--- src/rtl/pcie_os_gen.sv ---
// PCIe Gen1/Gen2 transmit ordered-set generator and symbol multiplexer.
// Periodic SKP scheduling is compiled in only when PCIE_OS_GEN_SKP_EN is defined.
module pcie_os_gen #(
    parameter int LANES        = 4,
    parameter int SKP_INTERVAL = 1180
) (
    input  logic                 clk,
    input  logic                 rst,
    input  logic                 in_valid,
    output logic                 in_ready,
    input  logic [8*LANES-1:0]   in_data,
    input  logic [LANES-1:0]     in_k,
    input  logic                 in_last,
    input  logic                 os_req_valid,
    input  logic [1:0]           os_req_type,
    input  logic [7:0]           os_req_num,
    output logic                 os_req_ready,
    output logic [8*LANES-1:0]   out_data,
    output logic [LANES-1:0]     out_k,
    output logic                 out_eidle
);

    localparam logic [7:0] K_COM = 8'hBC;
    localparam logic [7:0] K_SKP = 8'h1C;
    localparam logic [7:0] K_FTS = 8'h3C;
    localparam logic [7:0] K_IDL = 8'h7C;
    localparam logic [7:0] K_EIE = 8'hFC;
    localparam logic [7:0] D10_2 = 8'h4A;

    typedef enum logic [1:0] {ST_IDLE, ST_PKT, ST_OS, ST_EIDLE} state_t;
    // Low three values match the os_req_type encoding so requests cast directly.
    typedef enum logic [1:0] {OS_FTS, OS_EIOS, OS_EIEOS, OS_SKP} os_kind_t;

    state_t               state, state_d;
    os_kind_t             os_kind, kind_d, start_kind;
    logic [3:0]           sym_idx, idx_d;
    logic [7:0]           fts_left, fts_d;
    logic [8*LANES-1:0]   data_d;
    logic [LANES-1:0]     k_d;
    logic                 eidle_d;
    logic                 start_os;
    logic                 skp_done;
    logic [1:0]           skp_pend;
    logic [8:0]           os_cur;

    function automatic logic [8:0] os_sym(os_kind_t kind, logic [3:0] idx);
        logic [8:0] s;
        s = {1'b1, K_COM};
        if (idx != 4'd0) begin
            unique case (kind)
                OS_SKP:   s = {1'b1, K_SKP};
                OS_FTS:   s = {1'b1, K_FTS};
                OS_EIOS:  s = {1'b1, K_IDL};
                OS_EIEOS: s = (idx == 4'd15) ? {1'b0, D10_2} : {1'b1, K_EIE};
            endcase
        end
        return s;
    endfunction

    assign os_cur = os_sym(os_kind, sym_idx);

    always_comb begin
        // NOTE: every combinational output gets a default first so no path infers a latch.
        state_d      = state;
        kind_d       = os_kind;
        idx_d        = sym_idx;
        fts_d        = fts_left;
        data_d       = '0;
        k_d          = '0;
        eidle_d      = 1'b0;
        in_ready     = 1'b0;
        os_req_ready = 1'b0;
        skp_done     = 1'b0;
        start_os     = 1'b0;
        start_kind   = OS_SKP;

        unique case (state)
            ST_IDLE: begin
                if (skp_pend != 2'd0) begin
                    start_os = 1'b1;
                end else if (os_req_valid) begin
                    os_req_ready = 1'b1;
                    if (os_req_type != 2'd3) begin
                        start_os   = 1'b1;
                        start_kind = os_kind_t'(os_req_type);
                    end
                end else begin
                    in_ready = 1'b1;
                    if (in_valid) begin
                        data_d = in_data;
                        k_d    = in_k;
                        if (!in_last) state_d = ST_PKT;
                    end
                end
            end
            ST_PKT: begin
                in_ready = 1'b1;
                if (in_valid) begin
                    data_d = in_data;
                    k_d    = in_k;
                    if (in_last) state_d = ST_IDLE;
                end
            end
            ST_OS: begin
                data_d = {LANES{os_cur[7:0]}};
                k_d    = {LANES{os_cur[8]}};
                if (sym_idx == ((os_kind == OS_EIEOS) ? 4'd15 : 4'd3)) begin
                    if (os_kind == OS_FTS && fts_left > 8'd1) begin
                        fts_d = fts_left - 8'd1;
                        idx_d = 4'd0;
                    end else begin
                        state_d  = (os_kind == OS_EIOS) ? ST_EIDLE : ST_IDLE;
                        skp_done = (os_kind == OS_SKP);
                    end
                end else begin
                    idx_d = sym_idx + 4'd1;
                end
            end
            ST_EIDLE: begin
                eidle_d = 1'b1;
                if (os_req_valid) begin
                    os_req_ready = 1'b1;
                    // Only FTS and EIEOS wake the link; EIOS and reserved are swallowed.
                    if (os_req_type == 2'd0 || os_req_type == 2'd2) begin
                        start_os   = 1'b1;
                        start_kind = os_kind_t'(os_req_type);
                        eidle_d    = 1'b0;
                    end
                end
            end
        endcase

        if (start_os) begin
            data_d  = {LANES{K_COM}};
            k_d     = '1;
            state_d = ST_OS;
            kind_d  = start_kind;
            idx_d   = 4'd1;
            fts_d   = (os_req_num == 8'd0) ? 8'd1 : os_req_num;
        end

        if (rst) begin
            in_ready     = 1'b0;
            os_req_ready = 1'b0;
        end
    end

    always_ff @(posedge clk) begin
        // NOTE: sequential state uses non-blocking assignments so all registers update together.
        if (rst) begin
            state     <= ST_IDLE;
            os_kind   <= OS_SKP;
            sym_idx   <= 4'd0;
            fts_left  <= 8'd0;
            out_data  <= '0;
            out_k     <= '0;
            out_eidle <= 1'b0;
        end else begin
            state     <= state_d;
            os_kind   <= kind_d;
            sym_idx   <= idx_d;
            fts_left  <= fts_d;
            out_data  <= data_d;
            out_k     <= k_d;
            out_eidle <= eidle_d;
        end
    end

`ifdef PCIE_OS_GEN_SKP_EN
    localparam int CW = $clog2(SKP_INTERVAL);

    logic [CW-1:0] skp_cnt;
    logic          skp_wrap;

    assign skp_wrap = (state != ST_EIDLE) && (skp_cnt == CW'(SKP_INTERVAL - 1));

    always_ff @(posedge clk) begin
        if (rst) begin
            skp_cnt  <= '0;
            skp_pend <= 2'd0;
        end else begin
            if (state == ST_EIDLE || skp_wrap) skp_cnt <= '0;
            else                               skp_cnt <= skp_cnt + CW'(1);
            if (skp_wrap && !skp_done) begin
                if (skp_pend != 2'd3) skp_pend <= skp_pend + 2'd1;
            end else if (skp_done && !skp_wrap) begin
                skp_pend <= skp_pend - 2'd1;
            end
        end
    end
`else
    logic unused_skp;

    assign skp_pend   = 2'd0;
    assign unused_skp = skp_done | (SKP_INTERVAL < 16);
`endif

endmodule

--- config.mk ---
export PLATFORM = sky130hd
export DESIGN_NAME = pcie_os_gen
export DESIGN_NICKNAME = d
export VERILOG_FILES = /design/src/rtl/pcie_os_gen.sv
export SDC_FILE = /design/constraint.sdc
export NUM_CORES = 1
export LEC_CHECK = 0
export ABC_CLOCK_PERIOD_IN_PS = 2400
export BUFFER_PORTS_ARGS = -buffer_cell sky130_fd_sc_hd__buf_2
export CORE_MARGIN = 5
export CORE_UTILIZATION = 49
export CTS_CLUSTER_DIAMETER = 40
export DETAILED_ROUTE_END_ITERATION = 7
export GPL_TIMING_DRIVEN = 0
export PLACE_DENSITY_LB_ADDON = 0.3
export SLEW_MARGIN = 20
export SYNTH_ARGS = -nofsm -noshare
export SYNTH_HDL_FRONTEND = slang
export SYNTH_SLANG_ARGS = --single-unit
--- constraint.sdc ---
create_clock -name clk -period 2.4 [get_ports clk]
set_input_delay 0.48 -clock clk [delete_from_list [all_inputs] [get_ports clk]]
set_output_delay 0.48 -clock clk [all_outputs]
set_load 0.02 [all_outputs]
==> results of run 1 <==
==> critical path: cells and delay by family, from the launching register on <==
kind            cells  cell delay, ns
fa+ha+maj           1            0.33
simple gates        2            0.61
buf+inv             2            0.44
compound gates      2            0.33
flops               1            0.42
==> synth_stat cells (2+ instances only) <==
master,number,area [sq um]
nor2b_1,4,25.0
nand2b_1,7,43.8
clkbuf_1,9,33.8
nand2_1,28,105
and2_1,2,12.5
inv_1,10,37.5
nor3_1,8,40.0
nand4_1,2,12.5
nor2_1,17,63.8
and3_1,4,25.0
nor3b_1,2,15.0
a211o_1,2,17.5
o21ai_1,9,45.0
a21oi_1,23,115
a21o_1,13,97.6
o21a_1,2,15.0
mux2i_1,3,30.0
dfxtp_1,53,1060
o21ai_0,9,45.0
or3_1,2,12.5
a211oi_1,4,30.0
xor2_1,4,35.0
nand3_1,7,35.0
nand3b_1,4,30.0
ha_1,13,163
a21boi_0,4,30.0
==> power by group through the flow <==
stage / registers [mW] / clock network [mW] / logic, mW
floorplan: 1.57 / 0 / 0.860
global placement: 1.29 / 0 / 1.56
detailed placement: 1.30 / 0 / 1.60
CTS: 1.28 / 0.517 / 1.60
global route: 1.31 / 0.550 / 1.77
finish: 1.28 / 0.496 / 1.60
==> cells by family (layout without fill, tap and decap cells) <==
| group | after synthesis | count (layout) | synth area share |
|---|---|---|---|
| AND/OR/NAND/NOR | 94 | 94 | 0.202 |
| AO/OA/AOI/OAI | 78 | 78 | 0.221 |
| flip-flops | 53 | 53 | 0.446 |
| buffers and inverters | 20 | 116 | 0.0316 |
| adder cells (fa/ha/maj) | 13 | 13 | 0.0684 |
| XOR/XNOR | 5 | 5 | 0.0184 |
| multiplexers | 3 | 3 | 0.0126 |
==> how the worst max path moves through the flow <==
stage                     from           to  slack [ns]  cells after the start
finish                state[0]  out_data[4]        0.22                      7
global route          state[0]     out_k[1]        0.02                      7
CTS                   state[0]  out_data[4]        0.03                      7
detailed placement    state[0]  out_data[4]        0.04                      7
global placement      state[0]  out_data[2]        0.09                      7
floorplan           os_kind[0]  fts_left[1]        0.45                      7
==> sequential cells by signal (all words and copies together) (netlist names) <==
signal and count:
out_data 32, fts_left 8, out_k 4, sym_idx 4, os_kind 2, state 2, out_eidle 1
==> cell type report <==
type	count	area, sq um
fill	430	1730
clock buffer	6	72.6
tap	67	83.8
multi-input combinational	193	1250
inverter	10	37.5
clock inverter	2	13.8
sequential	53	1060
timing repair buffer	88	440
buffer	10	40.0
==> metal layers <==
layer  vias up  wire length, microns
li1       1123                     -
met1       930                  2300
met2        55                  2540
met3         5                   403
met4         0                    57
met5         -                     0
==> stage by stage <==
stage | setup WS (ns) | cells
finish | 0.219 | 429
global route | 0.0207 | 429
CTS | 0.0298 | 429
detailed placement | 0.0409 | 421
global placement | 0.0928 | 421
floorplan | 0.454 | 266
==> metrics, run 1 <==
status finished clean; Initial DRC Count 71; Area growth syn-to-layout 26.0%; syn_area_per_cell 8.94 sq um; share of the yosys chip area belonging to registers 0.446; via count 2113; YS warnings 0; Top Usage Layer GRT met2; DP Area 0.00290 sq mm; critical path peak fanout 10; RD Place Congestion 0.822; syn_nets 330; Post-Syn Instances 266; Inserted Diodes 0; hold path startpoint in_data[21]; WP data required 2.65 ns; flops & latches, synth 53; critical path arrival 2.43 ns; vias in the first global route 2061; critical path class flop to flop; power per cell area 1120 mW/mm^2; Yosys cell types 47; Final Setup Violations 0; synthesized area 0.00238 sq mm; startpoint types flop; most frequent cells in the layout 88 x buf_2, 53 x dfxtp_1, 28 x nand2_1; Die X 79.7 microns; Worst Reg-to-Reg Cells 7; crit-path cells inv_1 > ha_1 > nand2b_1 > nor3_2 > a31o_2 > clkbuf_1 > a21o_1; setup TNS 0 ns; core area 0.00472 sq mm; Tot GR Track Use 0.172; die height 79.7 microns; Hold Slack 0.354 ns; first-pass iteration count of the detailed router 4; drt via density 4.93; Clock Latency Late Sink 0.30 ns; Final Cycle Share 0.909; most common cell after layout, fill and taps aside buf_2; initial antenna violation count 0; Site Rows 25; DRT antenna net count 0; combinational power share 0.474; Sw Pwr 1.39 mW; Die Area 0.00634 sq mm; Nets 425; Hold Path Depth 3; internal power 1.97 mW; clock-pin slew on the worst setup and hold paths 0.09 ns; met2 usage 0.302; sequential power share 0.379; final hold violations 0; CTS tree done; Worst path slowest cell dfxtp_1; hold_buf cts 0; unrepaired setup endpoints after global routing no; WHS Endpoint out_data[21]; PnR Total Power 3.37 mW; type of destination of the critical path flop; met1 Use GR 0.206; Port Buffers 88; switch share 0.414; peak supply drop 0.468 mV; layout cells sized above 1 0.296; max cap viols 0; CTS Buf Count 5; Hold Crit Class primary input to flop; first-pass GRT wire length 8770 microns; met3 usage 0.0451; Top-Level Pins 90; # clock sinks 53; final wirelength 5300 microns; Max H-tree Level 2; Slew Viols, Final 0; FF-to-FF Start state[0]; worst r2r dst out_data[4]; Root Buffer clkbuf_8; max frequency 459 MHz; Detail Placement HPWL 4160 microns; number of flops mapped to enable cells by yosys 0; skew final 0.00535 ns; crit-path max cell delay 0.42 ns; Least-Margin Pin Slew 0.519 ns; Main synth FF type dfxtp_1; clk buf depth 2; Slew HR 0.654; Post-CTS Resized 0; Starting Density 0.503; Post CTS Setup Buffer Count 0; fin util 0.634; clock share of power 0.147; Async S/R FF share, synth 0; DR WL/cell 12.4 microns; R2R setup slack 0.22 ns; largest net degree at the start of global routing 17; min cycle time layout 2.18 ns; DRC Markers 0; leakage 1.48 nW; post-route cell area 0.00300 sq mm; GRT overflow 0
No activity file was read; power rests on OpenSTA's default activity.
==> inputs of run 2 (changes only) <==
RECOVER_POWER = 50   (was unset)
==> run 2 against run 1 <==
  * Fmax grew 0.33%
  * Sequential cell count is the same
  * Total power shrank 1.5%
  * Sequential power is essentially flat
  * Hold slack lost 0.0024 ns
  * Via count grew 1.0%
  * Register-to-register slack is essentially flat
  * Clock skew is essentially flat
==> metrics, run 2 (synthesized netlist as in run 1, its figures left out) <==
DR WL/cell 12.5 microns; startpoint types flop; Least-Margin Pin Slew 0.520 ns; Crit path buffers/inverters 2; Inserted Diodes 0; dpl cells 421; Final Setup Violations 0; type of destination of the critical path output pin; fin util 0.624; most frequent cells in the layout 53 x dfxtp_1, 51 x buf_2, 46 x clkbuf_1; crit-path max cell delay 0.42 ns; WP data required 1.92 ns; die height 79.7 microns; Top Usage Layer GRT met2; DRT antenna net count 0; critical path peak fanout 5; critical path depth 5; Max H-tree Level 2; final hold violations 0; Die Area 0.00634 sq mm; clock-pin slew on the worst setup and hold paths 0.09 ns; critical path arrival 1.69 ns; RD Place Congestion 0.822; Port Buffers 88; GRT overflow 0; skew final 0.00494 ns; vias in the first global route 2061; CTS Buf Count 5; Initial DRC Count 74; max reg flops 32; Tot GR Track Use 0.172; Hold Path Depth 3; Hold Crit Class primary input to flop; Final Cycle Share 0.906; first-pass GRT wire length 8770 microns; Die X 79.7 microns; most common cell after layout, fill and taps aside dfxtp_1; critical path class flop to output pin; core area 0.00472 sq mm; drt via density 4.98; initial antenna violation count 0; unrepaired setup endpoints after global routing no; DRC Markers 0; clk buf depth 2; met1 Use GR 0.206; Nets 425; Clock Latency Late Sink 0.31 ns; Starting Density 0.503; storage element area 0.00106 sq mm; Root Buffer clkbuf_8; via count 2135; min cycle time layout 2.17 ns; crit-path cells inv_1 > ha_1 > nand2b_1 > nor2_1 > buf_2; Slew HR 0.654; met2 usage 0.302; Site Rows 25; Area growth syn-to-layout 24.1%; status finished clean; met3 usage 0.0451; biggest regs out_data (32), fts_left (8); leakage 1.33 nW; Top-Level Pins 90; Worst Reg-to-Reg Cells 7; fill count 450; setup TNS 0 ns; layout cells sized above 1 0.193; # clock sinks 53; Hold Slack 0.352 ns; largest net degree at the start of global routing 17; post-route insts no fill 429; max frequency 460 MHz; Multi-input gate area 0.00125 sq mm; Slew Viols, Final 0; Detail Placement HPWL 4160 microns; peak supply drop 0.466 mV; Most flops, register out_data; first-pass iteration count of the detailed router 4; family with the most delay on the worst path flip-flops; max cap viols 0; Worst path slowest cell dfxtp_1; power per cell area 1120 mW/mm^2; CTS tree done; final wirelength 5350 microns
-- run 2: changes by cell type in the layout (fill, tap and decap cells not counted), sizes merged --
cell / before / now
clkbuf: 15 / 53
buf: 89 / 51
-- run 2: final cells by class --
cell class | count | share of cell area
flip-flops and latches | 53 | 0.360
well taps | 67 | 0.0284
repair buffers | 88 | 0.134
plain buffers | 10 | 0.0136
inverters | 10 | 0.0127
clock inverters | 2 | 0.00467
clock buffers | 6 | 0.0246
multi-input cells | 193 | 0.423
-- run 2: tightest hold or removal path, delay by kind of cell --
family	cells	cell delay, ns
AND/OR/NAND/NOR	2	0.08
buffers and inverters	1	0.07
-- run 2: worst paths after layout --
| path | slack [ns] | end | start |
|---|---|---|---|
| hold reg to reg | 0.50 | sym_idx[0] | sym_idx[0] |
| setup reg to reg | 0.23 | out_data[4] | state[0] |
| setup / recovery | 0.23 | os_req_ready | state[0] |
| hold / removal | 0.35 | out_data[21] | in_data[21] |
-- run 2: routing by layer --
| metal | part of all wire | wire length [microns] | vias to the layer above |
|---|---|---|---|
| met5 | 0 | 0 | - |
| li1 | - | - | 1121 |
| met2 | 0.48 | 2560 | 60 |
| met4 | 0.011 | 57 | 0 |
| met1 | 0.43 | 2320 | 948 |
| met3 | 0.078 | 419 | 6 |
-- run 2: timing repair --
item,in CTS,in global routing
buffers inserted,0,0
endpoints found under the setup margin,0,11
hold buffers,0,0
gates resized for setup,0,5
-- run 2: metrics by stage --
| stage | instance area [sq um] | setup WS (ns) | power, mW |
|---|---|---|---|
| finish | 2950 | 0.226 | 3.32 |
| global placement | 2900 | 0.0928 | 2.85 |
| global route | 2950 | 0.0207 | 3.58 |
| CTS | 2990 | 0.0298 | 3.39 |
| floorplan | 2380 | 0.454 | 2.43 |
| detailed placement | 2900 | 0.0409 | 2.89 |
-- run 2: power by group --
| part | leakage (nW) | internal, mW | switching (mW) |
|---|---|---|---|
| Sequential | 0.437 | 1.16 | 0.122 |
| Combinational | 0.852 | 0.546 | 0.989 |
| Clock | 0.0456 | 0.208 | 0.290 |
| Total | 1.33 | 1.92 | 1.40 |
==> inputs of run 3 (changes only) <==
CORE_UTILIZATION = 50   (was 49)
CTS_BUF_LIST = sky130_fd_sc_hd__clkbuf_8   (was unset)
==> run 3 against run 2 <==
  * Sequential share of layout area shrank 0.41 points
  * Non-clock buffer count did not move
  * Final area up 1.1%
  * Critical path depth up 2
  * Clock skew rose by 0.0018 ns
  * Via count is 2.2% higher
  * Sequential cell count stayed put
  * Hold slack better by 0.0059 ns
  * Critical endpoint is now out_k[0]
  * Die area is 1.7% lower
  * Worst setup slack lost 0.0026 ns
==> metrics, run 3 (synthesized netlist as in run 1, its figures left out) <==
Final Cycle Share 0.907; clk buf depth 2; Site Rows 25; most common cell after layout, fill and taps aside dfxtp_1; clock share of power 0.201; Sw Pwr 1.41 mW; Least-Margin Pin Slew 0.500 ns; peak supply drop 0.508 mV; via count 2182; Top-Level Pins 90; Initial DRC Count 68; most frequent cells in the layout 53 x dfxtp_1, 51 x buf_2, 46 x clkbuf_1; sequential power share 0.365; max cap viols 0; Hold Crit Class primary input to flop; worst slack, placed 0.0330 ns; Root Buffer clkbuf_8; clock-pin slew on the worst setup and hold paths 0.10 ns; core area 0.00466 sq mm; storage element area 0.00106 sq mm; power per cell area 1180 mW/mm^2; CTS Buf Count 5; Final Setup Violations 0; DR WL/cell 13.1 microns; FF-to-FF Start state[0]; Slew Viols, Final 0; crit-path cells inv_1 > ha_1 > nand2b_1 > nor3_2 > a31o_2 > clkbuf_1 > a21o_1; Slew HR 0.667; DRT antenna net count 0; leakage 1.35 nW; GRT overflow 0; biggest regs out_data (32), fts_left (8); worst setup path start state[0]; Detail Placement HPWL 4280 microns; fill count 440; type of destination of the critical path flop; Die Area 0.00623 sq mm; unrepaired setup endpoints after global routing no; Port Buffers 88; Area growth syn-to-layout 25.5%; Starting Density 0.510; final worst slack 0.224 ns; status finished clean; setup TNS 0 ns; skew final 0.00670 ns; critical path arrival 2.43 ns; Multi-input gate area 0.00125 sq mm; hold path startpoint in_data[26]; Inserted Diodes 0; startpoint types flop; first-pass iteration count of the detailed router 4; critical path class flop to flop; min cycle time layout 2.18 ns; internal power 2.12 mW; CTS tree done; max reg flops 32; max frequency 459 MHz; switch share 0.398; # clock sinks 53; first-pass GRT wire length 8620 microns; Clock Latency Late Sink 0.31 ns; initial antenna violation count 0; die height 79.0 microns; final wirelength 5460 microns; RD Place Congestion 0.800; Post CTS Setup Buffer Count 0; crit-path max cell delay 0.42 ns; combinational power share 0.434; drt via density 5.25; final hold violations 0; vias in the first global route 1958; Max H-tree Level 2; Nets 425; WP data required 2.65 ns; Tot GR Track Use 0.174; critical path peak fanout 10; Worst path slowest cell dfxtp_1; Most flops, register out_data; Die X 79.0 microns; DRC Markers 0; layout cells sized above 1 0.193; largest net degree at the start of global routing 18
-- run 3: cell types whose count changed in the layout (fill, tap and decap cells not counted), sizes merged --
| cell | delta |
|---|---|
| bufinv | +2 |
| clkbuf | -1 |
| clkinv | -1 |
-- run 3: path summary, 6_finish.rpt --
check | to | slack, ns | cells past startpoint
worst max-delay path | out_k[0] | 0.22 | 7
worst min-delay path | out_data[26] | 0.36 | 2
worst min register to register | sym_idx[0] | 0.50 | 2
worst max register to register | out_k[0] | 0.22 | 7
-- run 3: power groups by stage --
| stage | Clock (mW) | Combinational, mW | Sequential, mW |
|---|---|---|---|
| 3_3_place_gp | 0 | 1.57 | 1.29 |
| 5_1_grt | 0.760 | 1.70 | 1.32 |
| 4_1_cts | 0.728 | 1.61 | 1.28 |
| 6_report | 0.711 | 1.53 | 1.29 |
| 2_1_floorplan | 0 | 0.860 | 1.57 |
| 3_5_place_dp | 0 | 1.60 | 1.30 |
-- run 3: critical path, delay by kind of cell (launching register included) --
family,cells,cell delay (ns)
and+or+nand+nor,2,0.57
buffers and inverters,2,0.47
DFF,1,0.42
AOI/OAI and AO/OA,2,0.34
adders and majority gates,1,0.33
-- run 3: through the flow --
stage | utilization | hold slack (ns) | instances | cell area [sq um] | total power, mW
floorplan | - | 0.462 | 266 | 2380 | 2.43
global placement | 0.619 | 0.473 | 408 | 2890 | 2.86
detailed placement | 0.619 | 0.493 | 408 | 2890 | 2.90
CTS | 0.649 | 0.351 | 416 | 3020 | 3.62
global route | 0.640 | 0.344 | 416 | 2980 | 3.78
finish | 0.640 | 0.357 | 416 | 2980 | 3.53
-- run 3: metal layers --
layer	routed length (microns)	vias to the layer above	global-route usage	share of wire
met5	0	-	0	0
met2	2670	64	0.315	0.49
li1	-	1123	-	-
met1	2340	987	0.198	0.43
met3	388	8	0.0420	0.071
met4	66	0	0.0670	0.012
-- run 3: repair_timing --
item	CTS	global route
gates resized for setup	0	3
hold buffers	0	0
setup endpoints to repair	0	12
-- run 3: layout make-up --
type | count | share of cell area
plain buffers | 10 | 0.0130
flip-flops and latches | 53 | 0.356
clock buffers | 5 | 0.0231
multi-input cells | 193 | 0.418
repair buffers | 88 | 0.132
clock inverters | 3 | 0.0231
inverters | 10 | 0.0126
well taps | 54 | 0.0227
